==> config.mk <==
export PLATFORM = sky130hd
export DESIGN_NAME = regfile_dumper_flat
export DESIGN_NICKNAME = d
export VERILOG_FILES = /design/src/rtl/regfile_dumper_pkg.sv /design/src/rtl/regfile_dumper_if.sv /design/src/rtl/regfile_dumper_shifter.sv /design/src/rtl/regfile_dumper.sv /design/src/flat_wrapper.sv
export SDC_FILE = /design/constraint.sdc
export NUM_CORES = 1
export LEC_CHECK = 0
export CAP_MARGIN = 20
export CELL_PAD_IN_SITES_DETAIL_PLACEMENT = 2
export CELL_PAD_IN_SITES_GLOBAL_PLACEMENT = 2
export CORE_UTILIZATION = 36
export DETAILED_ROUTE_END_ITERATION = 12
export PLACE_DENSITY = 0.82
export SLEW_MARGIN = 5
export SYNTH_ARGS = -nofsm -noshare
export SYNTH_HDL_FRONTEND = slang
export SYNTH_SLANG_ARGS = --single-unit
==> constraint.sdc <==
create_clock -name clk -period 4.01 [get_ports clk]
set_input_delay 0.802 -clock clk [delete_from_list [all_inputs] [get_ports clk]]
set_output_delay 0.802 -clock clk [all_outputs]
set_load 0.005 [all_outputs]
==> src/rtl/regfile_dumper_pkg.sv <==
// Shared definitions for the register-file dumper: FSM state encoding and
// byte-counter sizing helpers.
package regfile_dumper_pkg;

    typedef enum logic [2:0] {
        IDLE = 3'd0,
        LOAD = 3'd1,
        SEND = 3'd2,
        FIN  = 3'd3,
        CSUM = 3'd4
    } state_t;

    function automatic int unsigned bytes_per_reg(input int unsigned data_w);
        return data_w / 8;
    endfunction

    // Byte counter width; at least one bit even for 8-bit registers.
    function automatic int unsigned cnt_width(input int unsigned data_w);
        return (data_w / 8 > 1) ? $clog2(data_w / 8) : 1;
    endfunction

endpackage

==> src/rtl/regfile_dumper_if.sv <==
// Valid/ready byte stream from the dumper to the UART TX front end.
interface regfile_dumper_if;

    logic [7:0] tx_data;
    logic       tx_valid;
    logic       tx_ready;

    modport master (output tx_data, output tx_valid, input tx_ready);
    modport slave  (input tx_data, input tx_valid, output tx_ready);

endinterface

==> src/rtl/regfile_dumper_shifter.sv <==
// Load/shift-by-8 register holding the register being serialised, with a
// byte counter and a flag marking the final byte of the register.
module regfile_dumper_shifter
    import regfile_dumper_pkg::*;
#(
    parameter int unsigned DATA_W = 32
) (
    input  logic              clk,
    input  logic              rst,
    input  logic              load,
    input  logic              shift,
    input  logic [DATA_W-1:0] data_in,
    output logic [7:0]        byte_out,
    output logic              last_byte
);

    localparam int unsigned BPR = bytes_per_reg(DATA_W);
    localparam int unsigned CW  = cnt_width(DATA_W);

    logic [DATA_W-1:0] sreg;
    logic [CW-1:0]     cnt;

    always_ff @(posedge clk or posedge rst) begin
        if (rst) begin
            sreg <= '0;
            cnt  <= '0;
        end else if (load) begin
            sreg <= data_in;
            cnt  <= '0;
        end else if (shift) begin
            sreg <= sreg >> 8;
            cnt  <= cnt + CW'(1);
        end
    end

    assign byte_out  = sreg[7:0];
    assign last_byte = (cnt == CW'(BPR - 1));

endmodule

==> src/rtl/regfile_dumper.sv <==
// Walks all registers through the debug read port and streams them out
// little-endian; optional trailing XOR byte under REGDUMP_CHECKSUM_EN.
module regfile_dumper
    import regfile_dumper_pkg::*;
#(
    parameter int unsigned NUM_REGS = 32,
    parameter int unsigned ADDR_W   = 5,
    parameter int unsigned DATA_W   = 32
) (
    input  logic              clk,
    input  logic              rst,
    input  logic              start,
    output logic              busy,
    output logic              done,
    output logic [ADDR_W-1:0] rd_addr,
    input  logic [DATA_W-1:0] rd_data,
    regfile_dumper_if.master  tx
);

    state_t            state;
    state_t            next;
    logic [ADDR_W-1:0] idx;
    logic              load;
    logic              shift;
    logic              last_byte;
    logic              last_reg;
    logic [7:0]        sbyte;

    regfile_dumper_shifter #(.DATA_W(DATA_W)) u_shifter (
        .clk       (clk),
        .rst       (rst),
        .load      (load),
        .shift     (shift),
        .data_in   (rd_data),
        .byte_out  (sbyte),
        .last_byte (last_byte)
    );

    assign last_reg = (idx == ADDR_W'(NUM_REGS - 1));

    always_ff @(posedge clk or posedge rst) begin
        if (rst) state <= IDLE;
        else     state <= next;
    end

    // tx_valid is high in SEND, so a handshake there is just tx_ready.
    always_comb begin
        next  = state;
        load  = 1'b0;
        shift = 1'b0;
        case (state)
            IDLE: if (start) next = LOAD;
            LOAD: begin
                load = 1'b1;
                next = SEND;
            end
            SEND: if (tx.tx_ready) begin
                shift = 1'b1;
                if (last_byte) begin
`ifdef REGDUMP_CHECKSUM_EN
                    next = last_reg ? CSUM : LOAD;
`else
                    next = last_reg ? FIN : LOAD;
`endif
                end
            end
`ifdef REGDUMP_CHECKSUM_EN
            CSUM: if (tx.tx_ready) next = FIN;
`endif
            FIN:     next = IDLE;
            default: next = IDLE;
        endcase
    end

    always_ff @(posedge clk or posedge rst) begin
        if (rst) begin
            idx <= '0;
        end else if (state == IDLE && start) begin
            idx <= '0;
        end else if (shift && last_byte && !last_reg) begin
            idx <= idx + ADDR_W'(1);
        end
    end

`ifdef REGDUMP_CHECKSUM_EN
    logic [7:0] csum;

    always_ff @(posedge clk or posedge rst) begin
        if (rst) begin
            csum <= '0;
        end else if (state == IDLE && start) begin
            csum <= '0;
        end else if (shift) begin
            csum <= csum ^ sbyte;
        end
    end

    assign tx.tx_valid = (state == SEND) || (state == CSUM);
    assign tx.tx_data  = (state == SEND) ? sbyte :
                         (state == CSUM) ? csum  : 8'h00;
`else
    assign tx.tx_valid = (state == SEND);
    assign tx.tx_data  = (state == SEND) ? sbyte : 8'h00;
`endif

    assign busy    = (state != IDLE);
    assign done    = (state == FIN);
    assign rd_addr = (state == IDLE) ? '0 : idx;

endmodule

==> src/flat_wrapper.sv <==
// flat-port wrapper written by rule: the top's interface ports become plain ports
module regfile_dumper_flat import regfile_dumper_pkg::*;
#(
    parameter int unsigned NUM_REGS = 32,
    parameter int unsigned ADDR_W   = 5,
    parameter int unsigned DATA_W   = 32
)
  (clk, rst, start, busy, done, rd_addr, rd_data, tx_tx_data, tx_tx_valid, tx_tx_ready);
  regfile_dumper_if tx_i ();
  input  logic clk;
  input  logic rst;
  input  logic start;
  output logic busy;
  output logic done;
  output logic [ADDR_W-1:0] rd_addr;
  input  logic [DATA_W-1:0] rd_data;
  output wire logic [$bits(tx_i.tx_data)-1:0] tx_tx_data;
  output wire logic [$bits(tx_i.tx_valid)-1:0] tx_tx_valid;
  input wire logic [$bits(tx_i.tx_ready)-1:0] tx_tx_ready;
  assign tx_tx_data = tx_i.tx_data;
  assign tx_tx_valid = tx_i.tx_valid;
  assign tx_i.tx_ready = tx_tx_ready;
  regfile_dumper #(.NUM_REGS(NUM_REGS), .ADDR_W(ADDR_W), .DATA_W(DATA_W)) u_core (.clk(clk), .rst(rst), .start(start), .busy(busy), .done(done), .rd_addr(rd_addr), .rd_data(rd_data), .tx(tx_i));
endmodule
==> impl_metrics.env <==
export IMPL_num_antenna_cells=0
export IMPL_grt_overflow=0
export IMPL_drt_wirelength_per_cell_um=16.6
export IMPL_synth_edf_count=0
export IMPL_yosys_warnings=0
export IMPL_outcome="finished, final reports clean"
export IMPL_p_per_area_nw_per_um2=621
export IMPL_hold_path_class="flip-flop to flip-flop"
export IMPL_grt_pass1_wl_um=7960
export IMPL_yosysTopAreaCell="dfrtp_1"
export IMPL_setup_slack_ps=973
export IMPL_hpwlAfterDp_um=3460
export IMPL_synth_compound_area_share_pct=5.69
export IMPL_core_area_um2=5920
export IMPL_fin_area_um2=2820
export IMPL_syn_area_um2=2200
export IMPL_cts_buffers_inserted=5
export IMPL_fin_crit_sh_pct=75.7
export IMPL_design_power_total_mw=1.75
export IMPL_cts_hold_buffers=0
export IMPL_crit_required_ps=3210
export IMPL_hold_viol_final=0
export IMPL_post_cts_buffers=0
export IMPL_yosys_most_used_dff="dfrtp_1"
export IMPL_dpl_cell_count=281
export IMPL_synthToLayoutAreaGrowth_pct=28.0
export IMPL_via_per_inst=5.02
export IMPL_critPathKind="flip-flop to primary output"
export IMPL_netlist_instances=164
export IMPL_drive_gt1_share_pct=27.6
export IMPL_end_kind="primary output"
export IMPL_drv_cap=0
export IMPL_fill_cells=591
export IMPL_synth_simple_gate_area_share_pct=10.5
export IMPL_setup_viol=0
export IMPL_post_synth_num_cell_types=29
export IMPL_setup_tns_ps=0
export IMPL_crit_slowest_cell="dfrtp_1"
export IMPL_clock_sinks=41
export IMPL_p_leak_nw=1.26
export IMPL_cp_slowest_stage_delay_ps=640
export IMPL_io_pins=52
export IMPL_synth_fa_ha_area_share_pct=1.71
export IMPL_wl_um=4800
export IMPL_cts_tree="built"
export IMPL_start_util_pct=37.2
export IMPL_antenna_left=0
export IMPL_crit_path_start_kind="flip-flop"
export IMPL_max_clock_freq_mhz=329
export IMPL_place_area_um2=2700
export IMPL_crit_chain="or2b_1 > inv_1 > and2_1 > clkdlybuf4s50_1"
export IMPL_final_cells=289
export IMPL_skew_ps=3.52
export IMPL_fin_nets=253
export IMPL_synth_top_cells_by_count="dfrtp_1, mux2_2, mux2_4"
export IMPL_regArea_um2=1030
export IMPL_yosysSeqAreaShare_pct=46.6
export IMPL_grt_usage_pct=16.6
export IMPL_synth_most_common_cell="dfrtp_1"
export IMPL_synthTopCellsByArea="dfrtp_1, mux2_4, mux2_2, a22o_1, and2_1"
export IMPL_antenna_found_initial=0
export IMPL_synth_top_family_by_area="multiplexers"
export IMPL_clk_pin_slew_worst_paths_ps=70
export IMPL_multiInputGateArea_um2=1050
export IMPL_drtIter0Drc=19
export IMPL_synth_top_area_share_pct=46.6
export IMPL_rows=28
export IMPL_whs_ps=502
export IMPL_synth_mux_area_fraction_pct=30.0
export IMPL_crit_family="buffers and inverters"
export IMPL_vias=1452
export IMPL_clock_root_buffer="clkbuf_8"
export IMPL_die_area_um2=6430
export IMPL_chipHeight_um=80.2
export IMPL_h_tree_depth=2
export IMPL_ctsResizeCount=0
export IMPL_syn_area_per_cell_um2=13.4
export IMPL_cp_arrival_ps=2230
export IMPL_ys_ff_latch=41
export IMPL_final_util_pct=47.6
export IMPL_period_needed_ps=3040
export IMPL_fp_dieW_um=80.2
export IMPL_grt_max_degree=42
export IMPL_clock_latency_ps=290
export IMPL_cp_max_fo=13
export IMPL_grt_pass1_vias=1611
export IMPL_routabilityCongestion=0.731
export IMPL_peakVddDrop_mv=0.219
export IMPL_worst_path_buf_inv=2
export IMPL_slew_headroom_pct=36.3
export IMPL_io_buffers=51
export IMPL_dr_pass1_iters=4
export IMPL_slew_viol_final=0
export IMPL_async_reset_ff_share_pct=100
export IMPL_rsz0062_at_grt="no"
export IMPL_syn_nets=203
export IMPL_synth_xor_area_share_pct=0
export IMPL_drcViolationCount=0
export IMPL_cts_buffer_depth=2
export IMPL_worst_pin_slew_ps=953
export IMPL_place_ws_ps=1140
## cell usage in the layout (no fill, tap or decap), types with 2 or more instances in the layout
cell type | Yosys | routed
inv_1 | 3 | 2
nand2_1 | 6 | 6
dfrtp_1 | 41 | 41
ha_1 | 3 | 3
and3_1 | 2 | 2
mux2i_1 | 4 | 4
clkbuf_8 | 0 | 6
nor2b_1 | 8 | 8
mux2_2 | 27 | 27
nand3_1 | 5 | 5
a22o_1 | 8 | 8
o21ai_0 | 5 | 5
mux2_4 | 21 | 21
clkdlybuf4s50_1 | 0 | 51
nor2_1 | 2 | 2
and2_1 | 9 | 9
## sequential cells by signal, indices dropped and copies added (netlist names)
name and flops:
u_core.u_shifter.sreg 32, u_core.u_shifter.cnt 2, u_core.idx 5, u_core.state 2
## final timing paths
path	start	to	slack, ps	cells past startpoint
max	u_core.state[1]	tx_tx_data[3]	970	4
min	u_core.idx[3]	u_core.idx[3]	500	1
max reg2reg	u_core.state[1]	u_core.u_shifter.sreg[5]	1620	4
min reg2reg	u_core.idx[3]	u_core.idx[3]	500	1
max in group asynchronous	rst	u_core.state[1]	2690	3
min in group asynchronous	rst	u_core.idx[2]	940	3
## worst reg2reg max path, stage by stage (launching register included)
cell and delay, ps:
dfrtp_1 640, nor2b_4 240, buf_16 230, a21oi_4 730
mux2_2 440
## kinds of logic (layout without fill, tap and decap cells)
group | Yosys count | count (layout)
AOI/OAI and AO/OA | 16 | 16
adders and majority gates | 3 | 3
and+or+nand+nor | 39 | 39
DFF | 41 | 41
muxes | 52 | 52
buffers and inverters | 13 | 63
## layer usage
metal | part of all wire, % | vias up | global-route usage [%]
met3 | 3.9 | 7 | 3.18
met1 | 41 | 734 | 19.5
met5 | 0 | - | 0
met4 | 1.3 | 0 | 4.82
li1 | - | 673 | -
met2 | 54 | 38 | 30.6
## area by class of cell
| type | count | share of cell area (%) |
|---|---|---|
| well taps | 75 | 3.33 |
| inverters | 3 | 0.400 |
| clock buffers | 7 | 3.07 |
| repair buffers | 53 | 19.4 |
| flip-flops and latches | 41 | 36.4 |
| multi-input cells | 110 | 37.4 |
## where the power goes
group / internal [mW] / switching, mW
Combinational: 0.508 / 0.301
Sequential: 0.566 / 0.110
Clock: 0.136 / 0.129
No activity file was read; power rests on OpenSTA's default activity.
==> RTL change, RTL diff (same settings) <==
`ADDR_W` is set to 5 in 2 places; all go to 6.
--- a/src/rtl/regfile_dumper.sv
+++ b/src/rtl/regfile_dumper.sv
@@ -4,7 +4,7 @@
     import regfile_dumper_pkg::*;
 #(
     parameter int unsigned NUM_REGS = 32,
-    parameter int unsigned ADDR_W   = 5,
+    parameter int unsigned ADDR_W   = 6,
     parameter int unsigned DATA_W   = 32
 ) (
     input  logic              clk,
--- a/src/flat_wrapper.sv
+++ b/src/flat_wrapper.sv
@@ -2,7 +2,7 @@
 module regfile_dumper_flat import regfile_dumper_pkg::*;
 #(
     parameter int unsigned NUM_REGS = 32,
-    parameter int unsigned ADDR_W   = 5,
+    parameter int unsigned ADDR_W   = 6,
     parameter int unsigned DATA_W   = 32
 )
   (clk, rst, start, busy, done, rd_addr, rd_data, tx_tx_data, tx_tx_valid, tx_tx_ready);
Ports: changed (resized rd_addr); port bits go from 52 to 53. The function was not compared with the original's and may differ.
==> RTL change against the unedited design <==
  * Synthesized area decreased by 5.6%
  * Critical path type unchanged
  * Clock skew rose by 0.0041 ns
  * Wire length is 4.5% higher
  * Design area decreased by 3.6%
  * Sequential cell count up 1
  * Final cell count is 9.3% higher
  * Total power is 6.1% lower
  * Setup slack gained 0.083 ns
==> RTL change: results (changes against the unedited design) <==
[global_route]
grt_max_degree=57  ; was 42
track_usage=0.185  ; was 0.166
antenna_found_initial=0  ; unchanged
grt_pass1_wl_mm=8.79  ; was 7.96 mm
first_global_vias=1783  ; was 1,611

[detailed_routing]
first_pass_iters=4  ; unchanged
dr_total_vias=1611  ; was 1,452
wl_per_cell_um=15.9  ; was 16.6 µm
drt_iter0_drc=85  ; was 19
viasPerCell=5.10  ; was 5.02

[place]
port_buffers=52  ; was 51
globalplace.congestion=0.767  ; was 0.731
placedCellCount=308  ; was 281
dp_hpwl_mm=3.46  ; about the same

[worst_hold_path]
min_from=u_core.u_shifter.sreg[7]$_DFFE_PP0P_  ; was u_core.idx[3]$_DFFE_PP0P_
whs_path_depth=2  ; was 1
holdPathEnd=u_core.u_shifter.sreg[7]$_DFFE_PP0P_  ; was u_core.idx[3]$_DFFE_PP0P_

[power_and_ir_drop]
ir_drop_uv=308  ; was 219 µV
seqPwrFrac=0.410  ; was 0.386
swShare=0.361  ; was 0.308
combinationalPowerShare=0.381  ; was 0.462
p_leak_nw=1.15  ; was 1.26 nW

[run_status]
outcome=finished, final reports clean  ; unchanged

[synth]
ys_types=30  ; was 29
synth_compound_area_frac=0.134  ; was 0.0569
ys_warn_count=0  ; unchanged
synth_commonest_cells=42 x dfrtp_1, 32 x nand2_1, 29 x mux2i_1  ; was 41 x dfrtp_1, 27 x mux2_2, 21 x mux2_4
synth_xor_area_frac=0.00422  ; was 0
synth_seq_area_share=0.506  ; was 0.466
synth-async-reset-ratio=1.00  ; unchanged
synthAdderAreaFrac=0.0120  ; was 0.0171
synth_cells=195  ; was 164
yosys-top-cells-area=dfrtp_1 51%, mux2i_1 14%, o21ai_1 5.8%  ; was dfrtp_1 47%, mux2_4 14%, mux2_2 14%
synth_fp_nets=233  ; was 203
synthMuxAreaShare=0.140  ; was 0.300

[cts]
clockBufferDepth=2  ; unchanged
cts-root-buf=clkbuf_8  ; unchanged
clk_pin_slew_worst_paths_ns=0.08
h-tree-depth=2  ; unchanged
cts_inserted_buffers=5  ; unchanged
clock_latency_ns=0.30

[setup_path]
r2r_cells=5  ; was 4
crit_fanout=11  ; was 13
startpoint=u_core.state[1]$_DFFE_PP0P_  ; unchanged
crit_end=tx_tx_data[5]  ; was tx_tx_data[3]
max_stage_delay_ns=0.58  ; was 0.64 ns
reg2reg_to=u_core.u_shifter.sreg[9]$_DFFE_PP0P_  ; was u_core.u_shifter.sreg[5]$_DFFE_PP0P_
arrival_ns=2.15  ; was 2.23 ns
r2r_slack_ns=1.80  ; was 1.62 ns
cp_slowest_cell=dfrtp_1  ; unchanged

[final_layout]
post_route_cells_drive_above_1_share=0.0615  ; was 0.276
diodes=0  ; unchanged
nFillCells=584  ; was 591
top_regs=u_core.u_shifter.sreg: 32 flops, u_core.idx: 6 flops  ; was u_core.u_shifter.sreg: 32 flops, u_core.idx: 5 flops
nets=281  ; was 253

[sta]
final.setup_skew_ns=0.00763  ; was 0.00352 ns
relSlewSlack=0.370  ; was 0.363

RTL change: cell count changes in the layout (fill, tap and decap cells not counted), sizes merged, moves of 2 or more:
cell / before / now
nand2: 6 / 32
o21ai: 5 / 27
mux2i: 4 / 29
inv: 2 / 4
clkbuf: 7 / 5
a21oi: 1 / 3
and3: 2 / 0
mux2: 48 / 0
RTL change: per-stage QoR:
| step | total power (W) | cell area, µm² | util | worst slack, ns | hold slack [ns] |
|---|---|---|---|---|---|
| floorplan | 0.00114 | 2080 | - | 2.22 | 0.447 |
| global placement | 0.00127 | 2600 | 0.470 | 1.44 | 0.460 |
| detailed placement | 0.00132 | 2600 | 0.470 | 1.34 | 0.475 |
| CTS | 0.00167 | 2720 | 0.490 | 0.975 | 0.494 |
| global route | 0.00177 | 2720 | 0.490 | 0.859 | 0.518 |
| finish | 0.00164 | 2720 | 0.490 | 1.06 | 0.489 |
RTL change: final cells by class:
type | count | share of cell area
tap | 72 | 0.0332
clock inverter | 3 | 0.0161
timing repair buffer | 53 | 0.194
inverter | 3 | 0.00415
clock buffer | 5 | 0.0253
sequential | 42 | 0.387
multi-input combinational | 138 | 0.340
RTL change: critical path: cells and delay by family (launching register included):
| family | cells | cell delay, ns |
|---|---|---|
| buf+inv | 1 | 0.50 |
| flops | 1 | 0.58 |
| simple gates | 2 | 0.77 |
RTL change: cells by family (layout without fill, tap and decap cells):
kind of cell	after synthesis	count (layout)
and+or+nand+nor	62	62
AOI/OAI and AO/OA	44	44
DFF	42	42
muxes	29	29
buffers and inverters	15	64
adders and majority gates	2	2
xor gates and xnor gates	1	1
RTL change: per-layer routing:
metal / routed length, µm / vias up / track usage
li1: - / 768 / -
met1: 2280 / 805 / 0.241
met2: 2550 / 33 / 0.316
met3: 137 / 5 / 0.0282
met4: 42 / 0 / 0.0556
met5: 0 / - / 0
